## config.mk

```make
export PLATFORM = sky130hd
export DESIGN_NAME = multi_clkdiv
export DESIGN_NICKNAME = d
export VERILOG_FILES = /design/src/rtl/multi_clkdiv_pkg.sv /design/src/rtl/clkdiv_channel.sv /design/src/rtl/multi_clkdiv.sv
export SDC_FILE = /design/constraint.sdc
export NUM_CORES = 1
export LEC_CHECK = 0
export CAP_MARGIN = 10
export CORE_MARGIN = 5
export CORE_UTILIZATION = 56
export DETAILED_ROUTE_END_ITERATION = 7
export GPL_TIMING_DRIVEN = 0
export PLACE_DENSITY = 0.92
export RECOVER_POWER = 50
export SYNTH_ARGS = -nofsm -noshare
export SYNTH_HDL_FRONTEND = slang
export SYNTH_HIERARCHICAL = 1
export SYNTH_SLANG_ARGS = --single-unit
```

## constraint.sdc

```tcl
create_clock -name clk -period 2.6 [get_ports clk]
set_input_delay 0.52 -clock clk [delete_from_list [all_inputs] [get_ports clk]]
set_output_delay 0.52 -clock clk [all_outputs]
set_load 0.02 [all_outputs]
```

## src/rtl/multi_clkdiv_pkg.sv

```systemverilog
// multi_clkdiv_pkg: shared constants, channel config type and duty helper for multi_clkdiv
package multi_clkdiv_pkg;
  localparam int WIDTH_DEF = 16;
  localparam int CHANNELS_DEF = 4;
  localparam int MAX_WIDTH = 32;
  typedef struct packed {
    logic [WIDTH_DEF-1:0] n;
    logic [WIDTH_DEF-1:0] t;
  } channel_cfg_t;
  function automatic logic [MAX_WIDTH-1:0] half_period(input logic [MAX_WIDTH-1:0] n);
    return n >> 1;
  endfunction
endpackage

```

## src/rtl/clkdiv_channel.sv

```systemverilog
// clkdiv_channel: one down-counting divider with double-buffered period and complementary ticks
// MULTI_CLKDIV_DUTY_EN selects a loadable phase0 threshold instead of N>>1
module clkdiv_channel
  import multi_clkdiv_pkg::*;
#(
  parameter int WIDTH = WIDTH_DEF
) (
  input  logic             clk,
  input  logic             rst,
  input  logic             act,
  input  logic             sync,
  input  logic             load,
  input  logic [WIDTH-1:0] period_in,
`ifdef MULTI_CLKDIV_DUTY_EN
  input  logic [WIDTH-1:0] duty_in,
`endif
  output logic             tick_phase0,
  output logic             tick_phase180,
  output logic             wrap
);
  logic [WIDTH-1:0] count, n_act, n_sh, thr;
  logic pend, wrap_ev, take, low;
`ifdef MULTI_CLKDIV_DUTY_EN
  logic [WIDTH-1:0] t_act, t_sh;
  assign thr = t_act;
`else
  assign thr = WIDTH'(half_period(MAX_WIDTH'(n_act)));
`endif
  assign wrap_ev = act && (count == '0 || sync);
  assign take = pend || load;
  assign low = count < thr;
  always_ff @(posedge clk or negedge rst)
    if (!rst) begin
      count <= '0;
      n_act <= '0;
      n_sh <= '0;
      pend <= 1'b0;
      tick_phase0 <= 1'b0;
      tick_phase180 <= 1'b0;
      wrap <= 1'b0;
`ifdef MULTI_CLKDIV_DUTY_EN
      t_act <= '0;
      t_sh <= '0;
`endif
    end else begin
      if (load) n_sh <= period_in;
      pend <= !wrap_ev && take;
      wrap <= wrap_ev;
`ifdef MULTI_CLKDIV_DUTY_EN
      if (load) t_sh <= duty_in;
      if (wrap_ev && take) t_act <= load ? duty_in : t_sh;
`endif
      if (wrap_ev) begin
        // a load in the same cycle as the boundary beats the older shadow value
        count <= take ? (load ? period_in : n_sh) : n_act;
        if (take) n_act <= load ? period_in : n_sh;
        tick_phase0 <= 1'b1;
        tick_phase180 <= 1'b0;
      end else if (act) begin
        count <= count - 1'b1;
        tick_phase0 <= low;
        tick_phase180 <= !low;
      end
    end
endmodule

```

## src/rtl/multi_clkdiv.sv

```systemverilog
// multi_clkdiv: multi-channel programmable tick generator with global enable and sync
// MULTI_CLKDIV_DUTY_EN enables per-channel duty thresholds from duty_in
module multi_clkdiv
  import multi_clkdiv_pkg::*;
#(
  parameter int WIDTH = WIDTH_DEF,
  parameter int CHANNELS = CHANNELS_DEF
) (
  input  logic                      clk,
  input  logic                      rst,
  input  logic                      en,
  input  logic [CHANNELS-1:0]       ch_en,
  input  logic [CHANNELS-1:0]       load,
  input  logic [CHANNELS*WIDTH-1:0] period_in,
  input  logic [CHANNELS*WIDTH-1:0] duty_in,
  input  logic                      sync,
  output logic [CHANNELS-1:0]       tick_phase0,
  output logic [CHANNELS-1:0]       tick_phase180,
  output logic [CHANNELS-1:0]       wrap
);
`ifndef MULTI_CLKDIV_DUTY_EN
  logic unused_duty;
  assign unused_duty = ^duty_in;
`endif
  for (genvar k = 0; k < CHANNELS; k++) begin : g_ch
    clkdiv_channel #(.WIDTH(WIDTH)) u_ch (
      .clk(clk),
      .rst(rst),
      .act(en && ch_en[k]),
      .sync(sync),
      .load(load[k]),
      .period_in(period_in[k*WIDTH +: WIDTH]),
`ifdef MULTI_CLKDIV_DUTY_EN
      .duty_in(duty_in[k*WIDTH +: WIDTH]),
`endif
      .tick_phase0(tick_phase0[k]),
      .tick_phase180(tick_phase180[k]),
      .wrap(wrap[k])
    );
  end
endmodule

```

# == Yosys cells after proc, flatten, opt, wreduce, memory -nomap -nowiden ==
# Index checks and enable logic that the tools add are counted.
# classes
magnitude_cmp,4
muxes,32
n_reduce_logical,36
n_addsub,4
# ops
op,count
$mux 16,16
$logic_not 16->1,4
$lt 16x15->1,4
$sub 16x1->16 const B,4
$mux 1,16
$logic_and 1x1->1,12
$logic_not 1->1,8
$logic_or 1x1->1,8
$reduce_bool 2->1,4
# totals
in_bits,140
reg_bits,208
out_inout_bits,12
word_cells,104

# == Logic depth before layout (Yosys ltp) ==
# logic_depth
word_depth,5
ltp_mapped,8
depth_no_buf,7

# == Cells and area by module ==
# The synthesis kept the hierarchy.
# by_module_without_submodules
module,area_each_um2,cells_each,seq_area_each_um2,instances
clkdiv_channel at g_ch[0].u_ch ...,2864.0,306,1301.2,3
clkdiv_channel at g_ch[3].u_ch,3012.9,299,1301.2,1
multi_clkdiv,25.0,4,0.0,1

# == Worst setup path after synthesis ==
# No wires, ideal clock.
# synth_path
path_kind,reg2reg
startpoint,register g_ch[0].u_ch.count[8]
endpoint,register g_ch[0].u_ch.n_act[13]
slack_ps,439
arrival_time_ps,2036
setup_ps,125
required_time_ps,2475
period_less_slack_ps,2161
path_buffers,1
stages_incl_launch_ff,8
cell_sequence,dfrtp_1 or4_1 buf_2 nor3_4 a31o_2 nand2_1 inv_1 mux2_2
# synth_between
elab_chain_cells,3
# synth_rtl
element,line_no,rtl
"start, declared",clkdiv_channel.sv:21,"logic [WIDTH-1:0] count, n_act, n_sh, thr;"
"start signal, assigned",clkdiv_channel.sv:55,count <= take ? (load ? period_in : n_sh) : n_act;
"start signal, assigned",clkdiv_channel.sv:60,count <= count - 1'b1;
$logic_not 16->1,clkdiv_channel.sv:29,assign wrap_ev = act && (count == '0 || sync);
$logic_or 1x1->1,clkdiv_channel.sv:29,
$logic_and 1x1->1,clkdiv_channel.sv:29,
"end signal, assigned",clkdiv_channel.sv:56,if (take) n_act <= load ? period_in : n_sh;
"end, declared",clkdiv_channel.sv:21,
# No other way between the ends.
# A chain may end at the register's enable or synchronous reset.

# == Worst setup path in the final report ==
# Same ends and word-level chain as after synthesis.

==> reports/results.tsv <==
metric	value	unit
dpl_cell_area	12900	um2
path_class	flop to flop	
numPlacedInstances	1578	
yosys.cell_count.top_type	dfrtp_1	
ant_nets	0	
reg2reg_depth	7	
drive_above_1_share	10.9	%
netlist_area	11600	um2
arrival	2.96	ns
rsz0062_at_grt	false	
total_leakage_power	5.91	nW
violations	capacitance limit, slew limit	
crit_fanout	8	
fmax	389	MHz
clk_pin_slew	0.06	ns
maxSlewHeadroom	-39.2	%
fin_crit_sh	98.8	%
power_density	726	nW/um2
vias	10163	
grt_usage	25.1	%
antenna_found_initial	0	
r2r_end	g_ch[0].u_ch/n_act[13]$_DFFE_PN0P_	
hold_class	primary input to flop	
hpwl	21300	um
cts.path.max_buffers	3	
numClockSinks	208	
core_region_area	20400	um2
end_kind	flop	
hold_viol_final	0	
drc	0	
netlist.top_cell.by_area	dfrtp_1	
grt_pass1_vias	10336	
slew_violations	92	
die_y	154	um
worstMarginPinSlew	2.09	ns
finClkSkew	0.00856	ns
drt_pass1_iterations	6	
fill_cells	1551	
finalCriticalPeriod	2.57	ns
multiInputGateArea	5720	um2
regArea	5200	um2
status	finished with violations	
fin_util	66.7	%
r2r_start	g_ch[0].u_ch/count[8]$_DFFE_PN0P_	
first_iter_violations	858	
port_buffers	86	
die-area	23700	um2
r2r_slack	0.03	ns
syn_to_final_growth	16.8	%
grt_pass1_wl	50400	um
rows	52	
setup_viol	0	
finalSetupTns	0	ns
synth_warnings	6	
hold_start	sync	
ir_worst_vdd	0.544	mV
synth-edff-count	0	
clk_latency	0.51	ns
grt.overflow.total	0	
ys_ff_latch	208	
worstPathRequired	2.99	ns
yosys-top-cells-area	dfrtp_1, ha_1, mux2_2	
dieWidth	154	um
htreeDepth	1	
synth_ff_type	dfrtp_1	
synth.top_cell.area_share	44.8	%
worst_hold_slack	0.422	ns
min_to	g_ch[3].u_ch/count[14]$_DFFE_PN0P_	
wl_per_cell	18.9	um
syn_nets	1421	
syn_inst	1221	
pin_count	152	
syn_area_per_cell	9.52	um2
stdcell_count	1615	
synth_top_cells_by_count	dfrtp_1, o21ai_0, inv_1, nor2_1, a21oi_1	
synth.distinct_cells	63	
start_util	57.1	%
globalplace.congestion	0.935	
fin_area	13600	um2
max_cap_viol_count	1	
cts_buffers	24	
cp-start-kind	flop	
place_ws	-0.540	ns
finalWorstSetupSlack	0.0306	ns
power	9.86	mW
min_delay_path_depth	3	
routed_wl	30400	um
cts-root-buf	clkbuf_16	
cts_tree	done	
diodes	0	
synthArstFlopShare	100	%
nets	1533	
synth-seq-area-share	44.8	%
postCtsSetupBuffers	0	
grt_max_degree	118	
vias_per_cell	6.29	
-- how the worst max path moves through the flow --
stage / start / to / depth (start not counted)
6_report: g_ch[0].u_ch/count[8]$_DFFE_PN0P_ / g_ch[0].u_ch/n_act[13]$_DFFE_PN0P_ / 7
4_1_cts: load[1] / g_ch[1].u_ch/count[0]$_DFFE_PN0P_ / 8
2_1_floorplan: g_ch[0].u_ch/count[8]$_DFFE_PN0P_ / g_ch[0].u_ch/n_act[13]$_DFFE_PN0P_ / 7
3_3_place_gp: rst / g_ch[0].u_ch/count[2]$_DFFE_PN0P_ / 1
5_1_grt: g_ch[1].u_ch/count[8]$_DFFE_PN0P_ / g_ch[1].u_ch/n_act[11]$_DFFE_PN0P_ / 8
3_5_place_dp: load[2] / g_ch[2].u_ch/count[0]$_DFFE_PN0P_ / 8
-- metal layers --
layer  GRT usage, %  vias to the layer above  routed length, um
met5              0                        -                  0
met4           8.75                        0                880
met3           4.64                      100               2630
met2           40.8                      543              14500
met1           33.8                     4907              12500
li1               -                     4613                  -
-- flip-flops by register name (all words and copies together), names as in the netlist --
signal,cells
g_ch.u_ch/count,64
g_ch.u_ch/n_act,64
g_ch.u_ch/n_sh,64
g_ch.u_ch/pend,4
g_ch.u_ch/tick_phase0,4
g_ch.u_ch/tick_phase180,4
g_ch.u_ch/wrap,4
-- critical path, cell delays in order (launching register included) --
cell and delay (ns):
dfrtp_1 0.44, or4_1 0.53, buf_2 0.19, nor3_4 0.26, a31o_2 0.33, nand2_1 0.16
inv_2 0.18, mux2_2 0.36
-- power by group --
part	switching [mW]	internal, mW	total [mW]	leakage, nW
clock	1.28	1.85	3.13	0.349
sequential	0.510	3.78	4.29	2.46
combinational	1.37	1.07	2.44	3.10
total	3.16	6.70	9.86	5.91
-- placed cells by master (no fill, tap or decap), drive strengths merged, types with 13 or more instances in the layout --
cell type / instances
buf: 25
mux2i: 45
nand3: 56
nor3: 28
ha: 60
a21oi: 82
nand2: 74
inv: 110
a31oi: 13
or3: 15
mux2: 62
clkdlybuf4s50: 84
nor2: 86
clkbuf: 81
o21ai: 137
or4: 14
dfrtp: 208
-- repair_timing --
item | in CTS | in global routing
hold endpoints to repair | 0 | 0
endpoints found under the setup margin | 1 | 37
gates resized for setup | 1 | 11
hold buffers | 0 | 0
-- cells by family (layout without fill, tap and decap cells) --
kind of cell	after synthesis	in the layout	share of synthesized area, %
adder cells (fa/ha/maj)	60	60	6.46
flip-flops	208	208	44.8
buffers and inverters	179	303	6.21
AO/OA/AOI/OAI	336	336	17.9
AND/OR/NAND/NOR	331	331	14.8
multiplexers	107	107	9.88
-- layout make-up --
class                           count  share of cell area (%)
Sequential cell                   208                    38.3
Clock buffer                       36                    5.21
Inverter                          110                    3.04
Tap cell                          270                    2.49
Multi-Input combinational cell    834                    42.1
Buffer                             68                    2.29
Clock inverter                      2                  0.0921
Timing Repair Buffer               87                    6.45
Power figures use the tool's default switching activity.
